## config.mk

```make
export PLATFORM = sky130hd
export DESIGN_NAME = morse_keyer
export DESIGN_NICKNAME = d
export VERILOG_FILES = /design/src/rtl/morse_pkg.sv /design/src/rtl/morse_unit_timer.sv /design/src/rtl/morse_keyer.sv
export SDC_FILE = /design/constraint.sdc
export NUM_CORES = 1
export LEC_CHECK = 0
export CAP_MARGIN = 20
export CORE_MARGIN = 5
export CORE_UTILIZATION = 37
export CTS_BUF_LIST = sky130_fd_sc_hd__clkbuf_2
export DETAILED_ROUTE_END_ITERATION = 8
export GPL_TIMING_DRIVEN = 1
export PLACE_DENSITY = 0.56
export SLEW_MARGIN = 20
export SYNTH_ARGS = -nofsm -noshare
export SYNTH_HDL_FRONTEND = slang
export SYNTH_SLANG_ARGS = --single-unit
```

## constraint.sdc

```tcl
create_clock -name clk -period 2.77 [get_ports clk]
set_input_delay 0.277 -clock clk [delete_from_list [all_inputs] [get_ports clk]]
set_output_delay 0.277 -clock clk [all_outputs]
set_load 0.005 [all_outputs]
```

## src/rtl/morse_pkg.sv

```systemverilog
// Shared types and timing constants for the Morse keyer.
// Unit counts are 2 bits wide because no element lasts longer than 3 units.
package morse_pkg;

  typedef enum logic [1:0] {
    IDLE     = 2'd0,
    MARK     = 2'd1,
    GAP      = 2'd2,
    CHAR_GAP = 2'd3
  } morse_state_t;

  localparam logic DOT  = 1'b1;
  localparam logic DASH = 1'b0;

  localparam logic [1:0] DOT_UNITS      = 2'd1;
  localparam logic [1:0] DASH_UNITS     = 2'd3;
  localparam logic [1:0] GAP_UNITS      = 2'd1;
  localparam logic [1:0] CHAR_GAP_UNITS = 2'd3;

  localparam int         SYMBOLS_PER_CHAR = 5;
  localparam logic [2:0] LAST_SYMBOL      = 3'(SYMBOLS_PER_CHAR - 1);

  function automatic logic [1:0] mark_units(input logic sym);
    logic [1:0] units;
    units = DOT_UNITS;
    case (sym)
      DOT:  units = DOT_UNITS;
      DASH: units = DASH_UNITS;
      default: units = DOT_UNITS;
    endcase
    return units;
  endfunction

endpackage

```

## src/rtl/morse_unit_timer.sv

```systemverilog
// Prescaler plus unit counter that times one keyer state.
// almost_expired flags the cycle before expiry so the top can register done.
module morse_unit_timer #(
  parameter int UNIT_CYCLES = 4
) (
  input  logic       clk,
  input  logic       reset,
  input  logic       restart,
  input  logic [1:0] target_units,
  output logic       expired,
  output logic       almost_expired
);

  localparam int PW = (UNIT_CYCLES > 1) ? $clog2(UNIT_CYCLES) : 1;
  localparam logic [PW-1:0] P_LAST = PW'(UNIT_CYCLES - 1);

  logic [PW-1:0] pcnt;
  logic [1:0]    ucnt;
  logic          unit_tick;

  assign unit_tick = (pcnt == P_LAST);
  assign expired   = unit_tick && (ucnt == target_units - 2'd1);

  // With one-cycle units the penultimate cycle sits in the previous unit.
  if (UNIT_CYCLES == 1) begin : g_single
    assign almost_expired = (ucnt == target_units - 2'd2);
  end else begin : g_multi
    localparam logic [PW-1:0] P_PREV = PW'(UNIT_CYCLES - 2);
    assign almost_expired = (pcnt == P_PREV) && (ucnt == target_units - 2'd1);
  end

  always_ff @(posedge clk or negedge reset) begin
    if (!reset) begin
      pcnt <= '0;
      ucnt <= '0;
    end else if (restart) begin
      pcnt <= '0;
      ucnt <= '0;
    end else if (unit_tick) begin
      pcnt <= '0;
      ucnt <= ucnt + 2'd1;
    end else begin
      pcnt <= pcnt + PW'(1);
    end
  end

endmodule

```

## src/rtl/morse_keyer.sv

```systemverilog
// Serial Morse keyer: accepts a 5-symbol code and keys it with standard timing.
// Handshake: a code transfers on a clk edge where in_valid and in_ready are both high.
module morse_keyer
  import morse_pkg::*;
#(
  parameter int UNIT_CYCLES = 4
) (
  input  logic         clk,
  input  logic         reset,
  input  logic         s1,
  input  logic         s2,
  input  logic         s3,
  input  logic         s4,
  input  logic         s5,
  input  logic         in_valid,
  output logic         in_ready,
  input  logic         abort,
  output logic         key,
  output logic         busy,
  output logic         done,
  output morse_state_t dbg_state
);

  morse_state_t state, next_state;
  logic [4:0]   sreg;
  logic [2:0]   idx;
  logic [1:0]   target_units;
  logic         restart;
  logic         expired;
  logic         almost_expired;

  assign in_ready  = (state == IDLE);
  assign dbg_state = state;
  assign restart   = (state == IDLE) || (next_state != state);

  morse_unit_timer #(
    .UNIT_CYCLES(UNIT_CYCLES)
  ) u_timer (
    .clk           (clk),
    .reset         (reset),
    .restart       (restart),
    .target_units  (target_units),
    .expired       (expired),
    .almost_expired(almost_expired)
  );

  always_comb begin
    next_state   = state;
    target_units = CHAR_GAP_UNITS;
    case (state)
      IDLE: begin
        if (in_valid) next_state = MARK;
      end
      MARK: begin
        target_units = mark_units(sreg[0]);
        if (expired) next_state = (idx < LAST_SYMBOL) ? GAP : CHAR_GAP;
      end
      GAP: begin
        target_units = GAP_UNITS;
        if (expired) next_state = MARK;
      end
      CHAR_GAP: begin
        target_units = CHAR_GAP_UNITS;
        if (expired) next_state = IDLE;
      end
      default: next_state = IDLE;
    endcase
    if (abort && (state != IDLE)) next_state = IDLE;
  end

  always_ff @(posedge clk or negedge reset) begin
    if (!reset) begin
      state <= IDLE;
      key   <= 1'b0;
      busy  <= 1'b0;
      done  <= 1'b0;
      sreg  <= '0;
      idx   <= '0;
    end else begin
      state <= next_state;
      key   <= (next_state == MARK);
      busy  <= (next_state != IDLE);
      // Set one cycle early so the registered pulse lands on the last char-gap cycle.
      done  <= (state == CHAR_GAP) && almost_expired && (next_state == CHAR_GAP);
      if ((state == IDLE) && in_valid) begin
        sreg <= {s5, s4, s3, s2, s1};
        idx  <= '0;
      end else if (next_state == IDLE) begin
        sreg <= '0;
        idx  <= '0;
      end else if ((state == GAP) && expired) begin
        sreg <= sreg >> 1;
        idx  <= idx + 3'd1;
      end
    end
  end

endmodule
```

# Yosys cells after proc, flatten, opt, wreduce, memory -nomap -nowiden
# Index checks and enable logic that the tools add are counted.
# word_totals
out_inout_bits	6
register_bits	17
wordCells	56
inputBits	9
# op_classes
addsub	4
muxes	19
n_reduce_logical	14
bitwise_logic	1
n_eq_ne	9
n_lt_le_gt_ge	1
# ops
operator	count
2-bit 2-to-1 mux	9
5-bit 2-to-1 mux	3
2-bit equality test (second input constant)	5
3-bit 2-to-1 mux	3
2-bit one-hot mux with 2 select lines	2
2-bit one-hot mux with 4 select lines	1
1-bit logical AND	7
2-bit nonzero test	3
2-bit by 1-bit adder with 2-bit output (second input constant)	2
2-bit by 1-bit equality test with 1-bit output (second input constant)	2
2-bit logical NOT	2
3-bit by 1-bit adder with 3-bit output (second input constant)	1
3-bit less-than comparator (second input constant)	1
3-bit nonzero test	1
2-bit equality test	1
2-bit inequality test	1
2-bit by 1-bit subtractor with 2-bit output (second input constant)	1
1-bit logical OR	1
1-bit 2-to-1 mux	1
1-bit NOT	1

# Logic depth before layout (Yosys ltp)
# depth
ltp_word	12
mapped_depth	6
mapped_depth_nobuf	5

# Hierarchy
# A second synthesis with hierarchy kept.
# hier_totals
cells_unflattened	94
hier_area_um2	943.4
# modules_own_cells
mod	seq_area_each_um2	n_inst	cells_each	area_each_um2
morse_keyer	325.3	1	73	711.9
morse_unit_timer	100.1	1	21	231.5

# Worst setup path before layout
# No wires, ideal clock.
# synth_timing
path_kind	reg2reg
from	reg u_timer.pcnt[0]
to	reg sreg[0]
setup_time_ns	0.123
synth_period_minus_slack_ns	1.574
t_arrival_ns	1.451
path_stages_with_launch	7
n_path_buf	1
t_required_ns	2.647
slack_ns	1.196
cell_sequence	dfrtp_1 ha_1 nor2b_1 buf_4 a41oi_4 nand2_2 a2bb2oi_2
# synth_between
elab_chain_cells	8
# synth_lines
item	line_no	source
from (decl)	morse_unit_timer.sv:17	logic [PW-1:0] pcnt;
from (signal assigned)	morse_unit_timer.sv:43	pcnt <= pcnt + PW'(1);
2-bit equality test (*)	morse_unit_timer.sv:21	assign unit_tick = (pcnt == P_LAST);
1-bit logical AND (*)	morse_unit_timer.sv:22	assign expired = unit_tick && (ucnt == target_units - 2'd1);
2-bit 2-to-1 mux, on equally long branches	morse_keyer.sv:64, morse_keyer.sv:56, morse_keyer.sv:60	
2-bit one-hot mux with 4 select lines	morse_keyer.sv:50	case (state)
2-bit 2-to-1 mux	morse_keyer.sv:68	if (abort && (state != IDLE)) next_state = IDLE;
2-bit logical NOT	morse_keyer.sv:88	end else if (next_state == IDLE) begin
5-bit 2-to-1 mux	morse_keyer.sv:88	
5-bit 2-to-1 mux	morse_keyer.sv:85	if ((state == IDLE) && in_valid) begin
to (signal assigned)	morse_keyer.sv:86	sreg <= {s5, s4, s3, s2, s1};
to (signal assigned)	morse_keyer.sv:92	sreg <= sreg >> 1;
to (decl)	morse_keyer.sv:25	logic [4:0] sreg;
# Every way passes the cells marked *; elsewhere a longest branch is shown, timed or not.
# A chain may end at the register's enable or synchronous reset.

# Worst setup path in the final report
# layout_timing
from	reg state[0] (netlist: dbg_state[0])
to	out in_ready
# layout_between
elab_chain_cells	1
# layout_lines
item	line_no	source
from (decl)	morse_keyer.sv:24	morse_state_t state, next_state;
from (signal assigned)	morse_keyer.sv:80	state <= next_state;
2-bit logical NOT	morse_keyer.sv:32	assign in_ready = (state == IDLE);
to (decl)	morse_keyer.sv:16	output logic in_ready,
# Every way passes these cells.

==> metrics.csv <==
metric,value,unit
share of the synthesized area in the top cell type,41.7,%
setup violators final,0,
post-synth top area cell,dfrtp_1,
Highest Clock Rate,454,MHz
"EDFF count, synth",0,
WL/cell,14.4,um
CP Capture Type,output port,
CTS tree,done,
average size of a mapped cell,11.3,um^2
top post-synthesis cells by area,"dfrtp_1 42%, a2bb2oi_2 5.9%, ha_1 3.7%",
synth warn,0,
GPL Wtd Cong,0.760,
Setup Buffers After CTS,0,
Netlist Area Pre-Place,1020,um^2
P&R area growth vs syn,16.9,%
# port buffers,14,
Layout Skew,0.00738,ns
Final Hold Fails,0,
Area after DPL,1170,um^2
Die Y,62.5,um
ant diodes,0,
worst skew pair latency,0.30,ns
drt initial violations,34,
Max-Cap Viols,0,
ys flop type,dfrtp_1,
layout cells sized above 1,19.2,%
clock sinks,17,
area of the multi-input gates,553,um^2
Clock Tree Buf Depth,2,
Total Routing Usage GR,10.8,%
antenna-violating nets left,0,
Final HPWL DP,1430,um
first-pass GRT wire length,3480,um
"Max FO, Critical Path",19,
H-Tree Depth,1,
Slew Limit Fails,0,
Worst Hold Class,in2async,
Via density,5.56,
worst slew pin tran,0.774,ns
cts hold-fix bufs,0,
Post-CTS Resized,0,
final worst-path cycle share,79.6,%
storage element area,425,um^2
post-synth cell types,41,
PD cells,486,nW/um^2
Post-Syn Nets,102,
Placement Setup Slack,0.910,ns
drt total wl,1950,um
Row Count,19,
Filler Cells Inserted,266,
PnR worst setup slack,0.566,ns
fin crit period,2.20,ns
Clock Tree Root,clkbuf_2,
via count,750,
initial antenna violation count,0,
Static Leak,0.539,nW
post-route cell area,1190,um^2
crit path launch type,flop,
TritonCTS Buffers,3,
DIE AREA,3910,um^2
ys async rst share,100,%
post-synthesis sequential area ratio,41.7,%
vias in the first global route,711,
slew margin rel.,48.2,%
die width,62.5,um
Max IR drop VDD,0.302,mV
critical path data arrival time,1.93,ns
Core Area,2690,um^2
#FFs+latches synth,17,
initial core utilization,38.0,%
Clock transition at path regs,0.17,ns
largest net degree at the start of global routing,20,
Final TNS setup,0,ns
RSZ-0062 raised after global routing,no,
Setup CP Type,reg2out,
global route overflow,0,
fin nets,117,
CP required,2.49,ns
status,"finished, final reports clean",
Post-route DRC,0,
Initial DRT Pass Iterations,4,
Post-Synthesis Cells,90,
IO Count,15,
-- synth_stat cells, types with 2 or more instances --
| cell | instances |
|---|---|
| nor3_1 | 3 |
| nand2_1 | 2 |
| o21ai_0 | 2 |
| o22ai_1 | 2 |
| nor2_1 | 4 |
| o21ai_1 | 4 |
| a21oi_1 | 2 |
| nor2b_1 | 4 |
| inv_1 | 2 |
| a31oi_1 | 3 |
| xor2_1 | 3 |
| dfrtp_1 | 17 |
| nand4b_1 | 2 |
| a2bb2oi_2 | 4 |
| buf_2 | 3 |
| nand3_1 | 6 |
| ha_1 | 3 |
-- where the power goes --
group	switching (W)	internal [W]
Combinational	0.0000668	0.0000903
Sequential	0.0000340	0.000273
Clock	0.0000823	0.0000327
Total	0.000183	0.000396
-- final timing paths --
path	from	to	slack, ns	depth (start not counted)
worst min-delay path	reset	dbg_state[1]	0.39	1
worst max-delay path	dbg_state[0]	in_ready	0.57	2
worst max register to register	u_timer.pcnt[0]	sreg[1]	1.02	6
worst min register to register	u_timer.pcnt[0]	u_timer.pcnt[0]	0.48	1
min in group clk	u_timer.pcnt[0]	u_timer.pcnt[0]	0.48	1
max in group asynchronous	reset	sreg[2]	1.89	1
-- through the flow --
step / utilization [%] / total power [W] / instances / hold slack (ns)
after floorplan: - / 0.000418 / 90 / -0.0186
after global placement: 43.6 / 0.000471 / 131 / 0.457
after detailed placement: 43.6 / 0.000472 / 131 / 0.463
after CTS: 44.4 / 0.000588 / 135 / 0.418
after global routing: 44.4 / 0.000617 / 135 / 0.458
final: 44.4 / 0.000579 / 135 / 0.392
-- critical path, stage by stage (launching register included) --
cell	delay, ns
dfrtp_1	0.64
nor2_1	0.41
clkdlybuf4s50_1	0.58
-- kinds of logic (layout without fill, tap and decap cells) --
| group | count (synthesis) | after routing | share of synthesized area (%) |
|---|---|---|---|
| and+or+nand+nor | 30 | 30 | 19.4 |
| AOI/OAI and AO/OA | 28 | 28 | 26.0 |
| DFF | 17 | 17 | 41.7 |
| buffers and inverters | 7 | 21 | 4.05 |
| xor gates and xnor gates | 4 | 4 | 4.17 |
| adders and majority gates | 3 | 3 | 3.68 |
| muxes | 1 | 1 | 0.982 |
-- state kept, by name (all words and copies together) (netlist names) --
name / cells
key: 1
u_timer.pcnt: 2
done: 1
u_timer.ucnt: 2
dbg_state: 2
busy: 1
sreg: 5
idx: 3
-- cell usage in the layout (no fill, tap or decap), types with 2 or more instances in the layout --
| master | n |
|---|---|
| dfrtp_1 | 17 |
| clkdlybuf4s50_1 | 14 |
| nand3_1 | 6 |
| nor2_1 | 4 |
| nor2b_1 | 4 |
| o21ai_1 | 4 |
| a2bb2oi_2 | 4 |
| a31oi_1 | 3 |
| nor3_1 | 3 |
| xor2_1 | 3 |
| ha_1 | 3 |
| clkbuf_2 | 3 |
| a21oi_1 | 2 |
| inv_1 | 2 |
| o22ai_1 | 2 |
| o21ai_0 | 2 |
| nand4b_1 | 2 |
| nand2_1 | 2 |
-- layout make-up --
cell class	count	share of cell area (%)
Clock buffer	3	1.26
Clock inverter	1	0.420
Inverter	2	0.630
Multi-Input combinational cell	66	46.4
Sequential cell	17	35.7
Tap cell	31	3.25
Timing Repair Buffer	15	12.4
-- routing by layer --
metal / GRT usage, % / part of all wire (%) / vias to the layer above
li1: - / - / 366
met1: 14.4 / 48 / 367
met2: 16.3 / 46 / 12
met3: 3.06 / 3.8 / 5
met4: 4.77 / 1.9 / 0
met5: 0 / 0 / -
Note: power is estimated with default switching activity, not from simulation.
